--- config.mk ---
export PLATFORM = sky130hd
export DESIGN_NAME = fc_neuron_mac_pe
export DESIGN_NICKNAME = d
export VERILOG_FILES = /design/src/rtl/fc_neuron_mac_pe.sv
export SDC_FILE = /design/constraint.sdc
export NUM_CORES = 2
export LEC_CHECK = 0
export CORE_ASPECT_RATIO = 1.4
export CORE_MARGIN = 2
export CORE_UTILIZATION = 65
export CTS_CLUSTER_DIAMETER = 50
export CTS_CLUSTER_SIZE = 16
export DETAILED_ROUTE_END_ITERATION = 6
export PLACE_DENSITY = 0.84
export SLEW_MARGIN = 25
export SYNTH_ARGS = -nofsm -noshare
export SYNTH_HDL_FRONTEND = slang
export SYNTH_SLANG_ARGS = --single-unit
--- constraint.sdc ---
create_clock -name clk -period 15.73 [get_ports clk]
set_input_delay 3.146 -clock clk [delete_from_list [all_inputs] [get_ports clk]]
set_output_delay 3.146 -clock clk [all_outputs]
set_load 0.05 [all_outputs]
--- src/rtl/fc_neuron_mac_pe.sv ---
// Fully-connected neuron PE: bias + sum(act*weight) over N_INPUTS FP32 pairs, one multiplier and one adder.
// Optional build macro FC_PE_RELU_EN clamps a negative result (including -0.0) to +0.0.

module fpMul #(
  parameter int DATA_WIDTH = 32,
  parameter int LAT        = 1
) (
  input  logic                  clk,
  input  logic                  rst_n,
  input  logic [DATA_WIDTH-1:0] a,
  input  logic [DATA_WIDTH-1:0] b,
  output logic [DATA_WIDTH-1:0] y
);
  logic        sign, a_zero, b_zero, a_inf, b_inf, a_nan, b_nan, hi, guard, sticky;
  logic [47:0] prod;
  logic [23:0] mant;
  logic [24:0] mant_r;
  logic [9:0]  exp_u;
  logic [7:0]  exp_f;
  logic [DATA_WIDTH-1:0] core_y;

  // Denormal operands are treated as zero; results round to nearest even.
  always_comb begin
    sign   = a[31] ^ b[31];
    a_zero = (a[30:23] == 8'h00);
    b_zero = (b[30:23] == 8'h00);
    a_inf  = (a[30:23] == 8'hFF) && (a[22:0] == '0);
    b_inf  = (b[30:23] == 8'hFF) && (b[22:0] == '0);
    a_nan  = (a[30:23] == 8'hFF) && (a[22:0] != '0);
    b_nan  = (b[30:23] == 8'hFF) && (b[22:0] != '0);
    prod   = {1'b1, a[22:0]} * {1'b1, b[22:0]};
    hi     = prod[47];
    mant   = hi ? prod[47:24] : prod[46:23];
    guard  = hi ? prod[23] : prod[22];
    sticky = hi ? (|prod[22:0]) : (|prod[21:0]);
    mant_r = {1'b0, mant} + {24'b0, guard & (sticky | mant[0])};
    exp_u  = {2'b00, a[30:23]} + {2'b00, b[30:23]} + {9'b0, hi} + {9'b0, mant_r[24]};
    exp_f  = 8'(exp_u - 10'd127);
    core_y = {sign, exp_f, mant_r[24] ? mant_r[23:1] : mant_r[22:0]};
    if (a_nan || b_nan || (a_inf && b_zero) || (a_zero && b_inf)) begin
      core_y = 32'h7FC0_0000;
    end else if (a_inf || b_inf) begin
      core_y = {sign, 8'hFF, 23'b0};
    end else if (a_zero || b_zero) begin
      core_y = {sign, 31'b0};
    end else if (exp_u >= 10'd382) begin
      core_y = {sign, 8'hFF, 23'b0};
    end else if (exp_u <= 10'd127) begin
      core_y = {sign, 31'b0};
    end
  end

  // LAT counts cycles until the consumer registers y; LAT-1 internal stages.
  if (LAT == 1) begin : g_comb
    assign y = core_y;
  end else begin : g_pipe
    logic [DATA_WIDTH-1:0] pipe_q [LAT-1];
    always_ff @(posedge clk or negedge rst_n) begin
      if (!rst_n) begin
        for (int unsigned i = 0; i < LAT-1; i++) pipe_q[i] <= '0;
      end else begin
        pipe_q[0] <= core_y;
        for (int unsigned i = 1; i < LAT-1; i++) pipe_q[i] <= pipe_q[i-1];
      end
    end
    assign y = pipe_q[LAT-2];
  end
endmodule

module fp_add #(
  parameter int DATA_WIDTH = 32,
  parameter int LAT        = 1
) (
  input  logic                  clk,
  input  logic                  rst_n,
  input  logic [DATA_WIDTH-1:0] a,
  input  logic [DATA_WIDTH-1:0] b,
  output logic [DATA_WIDTH-1:0] y
);
  logic [DATA_WIDTH-1:0] x, v, core_y;
  logic [7:0]  ex, ey, d;
  logic        sub, rnd;
  logic [26:0] mx, my, my_sh, norm;
  logic [27:0] sum;
  logic [4:0]  lz;
  logic [9:0]  exp_n, exp_f;
  logic [24:0] mant_r;

  // x is the larger magnitude; 3 extra low bits carry guard/round/sticky.
  always_comb begin
    if (a[30:0] >= b[30:0]) begin
      x = a;
      v = b;
    end else begin
      x = b;
      v = a;
    end
    ex    = x[30:23];
    ey    = v[30:23];
    sub   = x[31] ^ v[31];
    d     = ex - ey;
    mx    = (ex == 8'h00) ? '0 : {1'b1, x[22:0], 3'b000};
    my    = (ey == 8'h00) ? '0 : {1'b1, v[22:0], 3'b000};
    my_sh = my >> d;
    my_sh[0] = my_sh[0] | (|(my & ~({27{1'b1}} << d)));
    sum   = sub ? ({1'b0, mx} - {1'b0, my_sh}) : ({1'b0, mx} + {1'b0, my_sh});
    lz    = '0;
    for (int unsigned i = 0; i < 27; i++) begin
      if (sum[i]) lz = 5'(26 - i);
    end
    if (sum[27]) begin
      norm  = {sum[27:2], sum[1] | sum[0]};
      exp_n = {2'b00, ex} + 10'd1;
    end else begin
      norm  = sum[26:0] << lz;
      exp_n = {2'b00, ex} - {5'b0, lz};
    end
    rnd    = norm[2] & (norm[3] | norm[1] | norm[0]);
    mant_r = {1'b0, norm[26:3]} + {24'b0, rnd};
    exp_f  = exp_n + {9'b0, mant_r[24]};
    core_y = {x[31], exp_f[7:0], mant_r[24] ? mant_r[23:1] : mant_r[22:0]};
    if (ex == 8'hFF) begin
      core_y = ((x[22:0] != '0) || ((ey == 8'hFF) && sub)) ? 32'h7FC0_0000 : x;
    end else if (ex == 8'h00) begin
      core_y = {x[31] & v[31], 31'b0};
    end else if (sum == '0) begin
      core_y = '0;
    end else if (!sum[27] && ({3'b000, lz} >= ex)) begin
      core_y = {x[31], 31'b0};
    end else if (exp_f >= 10'd255) begin
      core_y = {x[31], 8'hFF, 23'b0};
    end
  end

  if (LAT == 1) begin : g_comb
    assign y = core_y;
  end else begin : g_pipe
    logic [DATA_WIDTH-1:0] pipe_q [LAT-1];
    always_ff @(posedge clk or negedge rst_n) begin
      if (!rst_n) begin
        for (int unsigned i = 0; i < LAT-1; i++) pipe_q[i] <= '0;
      end else begin
        pipe_q[0] <= core_y;
        for (int unsigned i = 1; i < LAT-1; i++) pipe_q[i] <= pipe_q[i-1];
      end
    end
    assign y = pipe_q[LAT-2];
  end
endmodule

module fc_neuron_mac_pe #(
  parameter  int DATA_WIDTH = 32,
  parameter  int N_INPUTS   = 16,
  parameter  int MUL_LAT    = 1,
  parameter  int ADD_LAT    = 1,
  localparam int CNT_W      = $clog2(N_INPUTS + 1)
) (
  input  logic                  clk,
  input  logic                  rst_n,
  input  logic                  start,
  input  logic [DATA_WIDTH-1:0] bias,
  input  logic                  in_valid,
  output logic                  in_ready,
  input  logic [DATA_WIDTH-1:0] in_act,
  input  logic [DATA_WIDTH-1:0] in_weight,
  output logic                  out_valid,
  input  logic                  out_ready,
  output logic [DATA_WIDTH-1:0] out_data,
  output logic                  busy,
  output logic [CNT_W-1:0]      in_count
);
  localparam int MAX_LAT = (MUL_LAT > ADD_LAT) ? MUL_LAT : ADD_LAT;
  localparam int WAIT_W  = $clog2(MAX_LAT + 1);

  typedef enum logic [2:0] {S_IDLE, S_WAIT_IN, S_MUL, S_ADD, S_OUT} state_t;

  state_t                state_q, state_d;
  logic [DATA_WIDTH-1:0] acc_q, acc_d, act_q, act_d, weight_q, weight_d;
  logic [DATA_WIDTH-1:0] prod_q, prod_d, out_data_q, out_data_d;
  logic [CNT_W-1:0]      cnt_q, cnt_d;
  logic [WAIT_W-1:0]     wait_q, wait_d;
  logic [DATA_WIDTH-1:0] mul_y, add_y, final_y;

  fpMul #(.DATA_WIDTH(DATA_WIDTH), .LAT(MUL_LAT)) u_mul (
    .clk(clk), .rst_n(rst_n), .a(act_q), .b(weight_q), .y(mul_y)
  );

  fp_add #(.DATA_WIDTH(DATA_WIDTH), .LAT(ADD_LAT)) u_add (
    .clk(clk), .rst_n(rst_n), .a(acc_q), .b(prod_q), .y(add_y)
  );

`ifdef FC_PE_RELU_EN
  assign final_y = add_y[DATA_WIDTH-1] ? '0 : add_y;
`else
  assign final_y = add_y;
`endif

  always_ff @(posedge clk or negedge rst_n) begin
    if (!rst_n) begin
      state_q    <= S_IDLE;
      acc_q      <= '0;
      act_q      <= '0;
      weight_q   <= '0;
      prod_q     <= '0;
      out_data_q <= '0;
      cnt_q      <= '0;
      wait_q     <= '0;
    end else begin
      state_q    <= state_d;
      acc_q      <= acc_d;
      act_q      <= act_d;
      weight_q   <= weight_d;
      prod_q     <= prod_d;
      out_data_q <= out_data_d;
      cnt_q      <= cnt_d;
      wait_q     <= wait_d;
    end
  end

  // The wait counter is reloaded on entry to MUL/ADD and the state exits at zero.
  always_comb begin
    state_d    = state_q;
    acc_d      = acc_q;
    act_d      = act_q;
    weight_d   = weight_q;
    prod_d     = prod_q;
    out_data_d = out_data_q;
    cnt_d      = cnt_q;
    wait_d     = wait_q;
    case (state_q)
      S_IDLE: begin
        if (start) begin
          acc_d   = bias;
          cnt_d   = '0;
          state_d = S_WAIT_IN;
        end
      end
      S_WAIT_IN: begin
        if (in_valid) begin
          act_d    = in_act;
          weight_d = in_weight;
          wait_d   = WAIT_W'(MUL_LAT - 1);
          state_d  = S_MUL;
        end
      end
      S_MUL: begin
        if (wait_q == '0) begin
          prod_d  = mul_y;
          wait_d  = WAIT_W'(ADD_LAT - 1);
          state_d = S_ADD;
        end else begin
          wait_d = wait_q - 1'b1;
        end
      end
      S_ADD: begin
        if (wait_q == '0) begin
          acc_d = add_y;
          cnt_d = cnt_q + 1'b1;
          if (cnt_q == CNT_W'(N_INPUTS - 1)) begin
            out_data_d = final_y;
            state_d    = S_OUT;
          end else begin
            state_d = S_WAIT_IN;
          end
        end else begin
          wait_d = wait_q - 1'b1;
        end
      end
      S_OUT: begin
        if (out_ready) state_d = S_IDLE;
      end
      default: state_d = S_IDLE;
    endcase
  end

  always_comb begin
    in_ready  = (state_q == S_WAIT_IN);
    out_valid = (state_q == S_OUT);
    busy      = (state_q != S_IDLE);
    out_data  = out_data_q;
    in_count  = cnt_q;
  end
endmodule

-- Word-level counts from Yosys, hierarchy flattened
Cells that the tools add are included.
- flip-flop bits (word level): 169
- input port bits: 101
- output and inout port bits: 40
- logic and storage cells: 163
- add/subtract/negate cells: 14
- multipliers: 1
- $lt $le $gt $ge: 5
- eq/ne operators: 14
- shift-type cells: 3
- muxes and demuxes: 66
- bitwise gates (word level): 13
- reductions and logical operators: 39
- operators by type and width (operator ; number):
    $mux 32 ; 9
    $mux 31 ; 6
    $mux 5 ; 29
    $mux 27 ; 3
    $reduce_bool 23->1 ; 3
    $pmux 32 s2 ; 1
    $add 24x1->25 ; 2
    $mul 24x24->48 ; 1
    $logic_not 23->1 ; 2
    $mux 23 ; 2
    $eq 8x8->1 const B ; 4
    $logic_not 8->1 ; 4
    $ge 31x31->1 ; 1
    $add 10x1->10 ; 3
    $add 27x27->28 ; 1
    $logic_not 28->1 ; 1
    $mux 28 ; 1
    $sub 27x27->28 ; 1
    $and 27x27->27 ; 1
    $not 27->27 ; 1
    $reduce_or 27->1 ; 1
    $shl 27x5->27 ; 1
    $shl 27x8->27 const A ; 1
    $shr 27x8->27 ; 1
    40 further kinds ; 75

-- Logic depth before layout (Yosys ltp)
- depth in word-level cells: 52
- gate-level depth with buffers: 77
- gate-level depth less buffers: 64

-- Hierarchy
From an unflattened synthesis, not the netlist that was laid out.
- cells, all modules: 4872
- area, all modules: 40176.0 sq um
- by module, submodules not included (module ; instances ; cells each ; area an instance (sq um) ; sequential area each (sq um)):
    fpMul ; 1 ; 2595 ; 21745.9 ; 0.0
    fp_add ; 1 ; 1855 ; 11687.5 ; 0.0
    fc_neuron_mac_pe ; 1 ; 422 ; 6742.7 ; 4204.0

-- Least setup slack after synthesis
OpenSTA, ideal clock, no wires.
- kind: register to register
- start point: register prod_q[25]
- end point: register out_data_q[8], in the netlist out_data[8]
- setup time: 77 ps
- arrival time: 14442 ps
- required time: 15653 ps
- slack: 1212 ps
- stages on the path, launching flop included: 70
- buffers on the path: 11
- path through: dfrtp_1 -> inv_1 -> ha_1 -> buf_2 -> nand4_1 -> nor3_1 -> o311ai_2 -> nand3_1 -> buf_2 -> buf_2 -> buf_2 -> buf_2 -> buf_1 -> clkbuf_1 -> clkbuf_1 -> mux2i_1 -> ha_1 -> inv_1 -> (+34 left out) -> o21ai_0 -> ha_1 -> nand4_1 -> nor4b_4 -> nand3_2 -> nor2_1 -> ha_1 -> ha_1 -> nand2_1 -> nor4_1 -> mux2i_1 -> o21a_1 -> o31a_1 -> nand3_1 -> a21oi_1 -> buf_2 -> a21oi_1 -> o21ai_1
- cells in the longest elaborated chain, start to end: 50
- elaborated cells on any way between the ends: 73
- RTL lines (item ; RTL line ; text):
    from (decl) ; 179 ; logic [DATA_WIDTH-1:0] prod_q, prod_d, out_data_q, out_data_d;
    from (signal assigned) ; 213 ; prod_q <= prod_d;
    $ge 31x31->1 ; 91 ; if (a[30:0] >= b[30:0]) begin
    $mux 32 ; 91 ;
    $sub 8x8->8 ; 101 ; d = ex - ey;
    $shl 27x8->27 ; 105 ; my_sh[0] = my_sh[0] | (|(my & ~({27{1'b1}} << d)));
    $not 27->27 ; 105 ;
    $and 27x27->27 ; 105 ;
    $reduce_or 27->1 ; 105 ;
    $or 1x1->1 ; 105 ;
    (+34 left out) ; - ;
    $add 24x1->25 ; 119 ; mant_r = {1'b0, norm[26:3]} + {24'b0, rnd};
    $add 10x1->10 ; 120 ; exp_f = exp_n + {9'b0, mant_r[24]};
    $ge 10x8->1 ; 130 ; end else if (exp_f >= 10'd255) begin
    $mux 31 ; 130 ;
    $mux 31 ; 128 ; end else if (!sum[27] && ({3'b000, lz} >= ex)) begin
    $mux 32 ; 126 ; end else if (sum == '0) begin
    $mux 32 ; 124 ; end else if (ex == 8'h00) begin
    $mux 32 (*) ; 122 ; if (ex == 8'hFF) begin
    to (signal assigned) ; 214 ; out_data_q <= out_data_d;
    to (decl) ; 179 ;
Every way passes the cells marked *; elsewhere a longest branch is shown, timed or not.
A chain may end at the register's enable or synchronous reset.

-- Worst setup path in the final report
- start point: register weight_q[13]
- end point: register prod_q[4]
- cells in the longest elaborated chain, start to end: 13
- elaborated cells on any way between the ends: 28
- RTL lines (item ; RTL line ; text):
    from (decl) ; 178 ; logic [DATA_WIDTH-1:0] acc_q, acc_d, act_q, act_d, weight_q, weight_d;
    from (signal assigned) ; 212 ; weight_q <= weight_d;
    $mul 24x24->48 ; 31 ; prod = {1'b1, a[22:0]} * {1'b1, b[22:0]};
    $reduce_or 23->1 or $reduce_or 22->1 (tied branches) ; 35 ; sticky = hi ? (|prod[22:0]) : (|prod[21:0]);
    $mux 1 ; 35 ;
    $or 1x1->1 ; 36 ; mant_r = {1'b0, mant} + {24'b0, guard & (sticky | mant[0])};
    $and 1x1->1 ; 36 ;
    $add 24x1->25 ; 36 ;
    $add 10x1->10 ; 37 ; exp_u = {2'b00, a[30:23]} + {2'b00, b[30:23]} + {9'b0, hi} + {9'b0, mant_r[24]};
    $le 10x7->1 ; 48 ; end else if (exp_u <= 10'd127) begin
    $mux 31 ; 48 ;
    $mux 31 ; 46 ; end else if (exp_u >= 10'd382) begin
    $mux 31 ; 44 ; end else if (a_zero || b_zero) begin
    $mux 31 ; 42 ; end else if (a_inf || b_inf) begin
    $mux 32 (*) ; 40 ; if (a_nan || b_nan || (a_inf && b_zero) || (a_zero && b_inf)) begin
Marked as above.

==> metrics.md <==
| Metric | Value |
|---|---|
| Worst Skew | `around 0.022 ns` |
| Detailed-route vias per instance | `approximately 7` |
| Most common cell after layout, fill and taps aside | `nand2_1` |
| Gr usage total | `0.539` |
| Worst hold path type | `flop to flop` |
| Drt total wl | `161,000 um` |
| Seq/Total Area, Yosys | `0.110` |
| Clock Latency Late Sink | `approximately 0.49 ns` |
| Die Height | `~290 um` |
| Io pins | `141` |
| Final Instance Area | `about 42,000 sq um` |
| Reg2reg path depth | `slightly above 50` |
| R2R setup slack | `between 0.5 and 0.6 ns` |
| Max Cap Viol | `0` |
| CTS buffer count | `17` |
| Number of routed nets with antenna violations | `0` |
| Share of cells above drive strength 1 | `0.0895` |
| Yosys warns | `0` |
| Initial antenna violation count | `12` |
| Fin crit share | `0.967` |
| Vias in the first global route | `~41,000` |
| Yosys cell types | `roughly 110` |
| Final Hold Viols | `0` |
| CTS root buffer | `clkbuf_16` |
| Crit path capture | `prod_q[4]` |
| Crit start category | `flop` |
| Cell Area, Synth | `approximately 38,000 sq um` |
| Rows | `roughly 110` |
| Avg Synthesized Cell Area | `between 8 and 9 sq um` |
| Worst-path maximum fanout | `26` |
| Achievable Freq | `around 66 MHz` |
| Worst-path clk slew | `~0.10 ns` |
| # nets final | `5,681` |
| Port bufs | `140` |
| H-tree depth | `4` |
| Max incr delay on CP | `approximately 0.84 ns` |
| Dpl cell area | `41,100 sq um` |
| Initial DRT Pass Iterations | `7` |
| Crit. End Element | `flop` |
| Ys async rst share | `1.00` |
| Initial Utilization | `0.656` |
| Crit. Startpoint | `weight_q[13]` |
| Final Setup Violations | `0` |
| CTS Hold Bufs | `0` |
| Slew @ Worst Pin | `between 1 and 1.5 ns` |
| Layout area overhead | `9.60%` |
| Top FF cell, synth | `dfrtp_1` |
| Number of flops mapped to enable cells by yosys | `0` |
| Clock tree buffer depth | `2` |
| Post-Syn Nets | `between 5,000 and 6,000` |
| CORE AREA | `between 50,000 and 60,000 sq um` |
| Die Area | `approximately 60,000 sq um` |
| Wire per inst | `about 29 um` |
| RR Endpoint | `prod_q[4]` |
| Cell with the most instances on the worst path | `fa_1` |
| Gr ovfl total | `0` |
| Most frequent cells in the layout | `nand2_1, inv_1, fa_1, ha_1, and2_1` |
| RSZ-0062 raised after global routing | `no` |
| CTS sink count | `between 150 and 200` |
| Hold_ws | `0.497 ns` |
| Largest net degree at the start of global routing | `between 90 and 100` |
| First-pass GRT wire length | `about 240,000 um` |
| Slowest cell on crit path | `dfrtp_2` |
| Synthesized flop and latch total | `~170` |
| Starting DRC count in detailed routing | `4,563` |
| TNS Setup | `0 ns` |
| Outcome | `complete, no violations` |
| Synthesized instance count | `around 4,700` |
| Critical Path AT | `around 16 ns` |
| Max Slew Vio Count | `0` |
| CTS tree | `done` |
| Req. time, crit path | `about 16 ns` |
| # DRC | `0` |
| Detail Placement HPWL | `approximately 120,000 um` |
| Die width | `209 um` |
| Routed via count | `about 39,000` |
| Worst r2r src | `weight_q[13]` |
| Slew margin rel. | `0.166` |
| Critical path type | `flop to flop` |
| Minimum clock period | `15.21 ns` |
| Global placement routability congestion | `about 1.2` |
## through the flow
stage / instances / util / setup WS (ns)
floorplan: 4738 / - / 1.21
CTS: 5596 / 0.716 / 0.00121
finish: 5605 / 0.719 / 0.523
global placement: 5564 / 0.705 / 0.388
detailed placement: 5564 / 0.705 / 0.0459
global route: 5601 / 0.718 / 0.0106
## cells by family (layout without fill, tap and decap cells)
kind of cell / count (synthesis) / after routing / share of synthesized area
multiplexers: 152 / 152 / 0.0444
flip-flops: 168 / 168 / 0.110
AO/OA/AOI/OAI: 941 / 941 / 0.168
adder cells (fa/ha/maj): 743 / 743 / 0.338
XOR/XNOR: 158 / 158 / 0.0367
other: 0 / 6 / 0
AND/OR/NAND/NOR: 1686 / 1686 / 0.214
buffers and inverters: 890 / 1002 / 0.0889
## cell type report
class	count	area [sq um]
well taps	749	937
diodes	6	15.0
multi-input cells	3680	30800
clock buffers	17	425
inverters	625	2350
repair buffers	345	2970
clock inverters	15	216
flip-flops and latches	168	4230
fillers	4255	16400
## flip-flops by register name, summed over array words and instances, names as in the netlist
name / flops
acc_q: 32
act_q: 32
in_count: 5
out_data: 32
prod_q: 32
state_q: 3
weight_q: 32
## what timing repair did
action                     4_1_cts  5_1_grt
setup endpoints to repair        1       62
cloned                           0        0
pin swaps                        0        1
gates resized for setup          2       21
setup buffers                    0        2
## cells in the mapped netlist (11+ instances only)
cell type / count / area share
a211oi_1: 28 / 0.0055
buf_1: 15 / 0.0015
inv_1: 618 / 0.061
and3_1: 42 / 0.0069
xor2_1: 58 / 0.013
nand2_1: 696 / 0.068
and4_1: 11 / 0.0025
nand3b_1: 13 / 0.0026
dfrtp_1: 168 / 0.11
a31oi_1: 46 / 0.0075
mux2_2: 70 / 0.021
o211ai_1: 47 / 0.0092
o21ai_0: 173 / 0.023
o21ai_1: 28 / 0.0037
o2111ai_1: 13 / 0.0030
nand2b_1: 23 / 0.0038
o311ai_0: 20 / 0.0046
a22oi_1: 35 / 0.0069
nor2b_1: 26 / 0.0043
o22ai_1: 21 / 0.0034
mux2i_1: 75 / 0.020
nand3_1: 116 / 0.015
a211o_1: 12 / 0.0027
nor4_1: 43 / 0.0070
o31ai_1: 34 / 0.0067
o21bai_1: 23 / 0.0045
buf_2: 33 / 0.0043
ha_1: 258 / 0.084
o21a_1: 26 / 0.0051
or3_1: 28 / 0.0046
fa_1: 485 / 0.25
nor2_1: 246 / 0.024
o221ai_1: 13 / 0.0030
or2_2: 11 / 0.0018
a31o_2: 11 / 0.0025
a221oi_1: 14 / 0.0032
xnor2_1: 98 / 0.022
and2_1: 244 / 0.040
a21oi_1: 220 / 0.029
a21o_1: 40 / 0.0079
nand4_1: 52 / 0.0085
nor3_1: 87 / 0.011
clkbuf_1: 213 / 0.021
## how the worst min path moves through the flow
stage                   endpoint  slack, ns    startpoint  cells past startpoint
floorplan             prod_q[31]       0.48    prod_q[31]                      2
global placement    out_data[31]       0.46  out_data[31]                      2
detailed placement   out_data[9]       0.48   out_data[9]                      2
CTS                  out_data[9]       0.50   out_data[9]                      2
global route         out_data[4]       0.52   out_data[4]                      2
finish               out_data[9]       0.50   out_data[9]                      2
## critical path: cells and delay by family (launching register included)
family                   cells  cell delay, ns
flip-flops                   1            0.84
XOR/XNOR                     2            0.75
AND/OR/NAND/NOR             17            4.04
AO/OA/AOI/OAI               15            4.27
buffers and inverters        6            0.56
adder cells (fa/ha/maj)     11            4.63
## routing by layer
| layer | global-route usage | vias to the layer above | wire [um] |
|---|---|---|---|
| met5 | 0 | - | 38 |
| met4 | 0.573 | 6 | 21900 |
| met3 | 0.204 | 1426 | 18500 |
| met2 | 0.863 | 3244 | 74100 |
| met1 | 0.512 | 18500 | 46200 |
| li1 | - | 16200 | - |
Power is left out: the tool's default activity adds up to more than one toggle a clock period on the data nets, which glitch-free logic cannot reach.
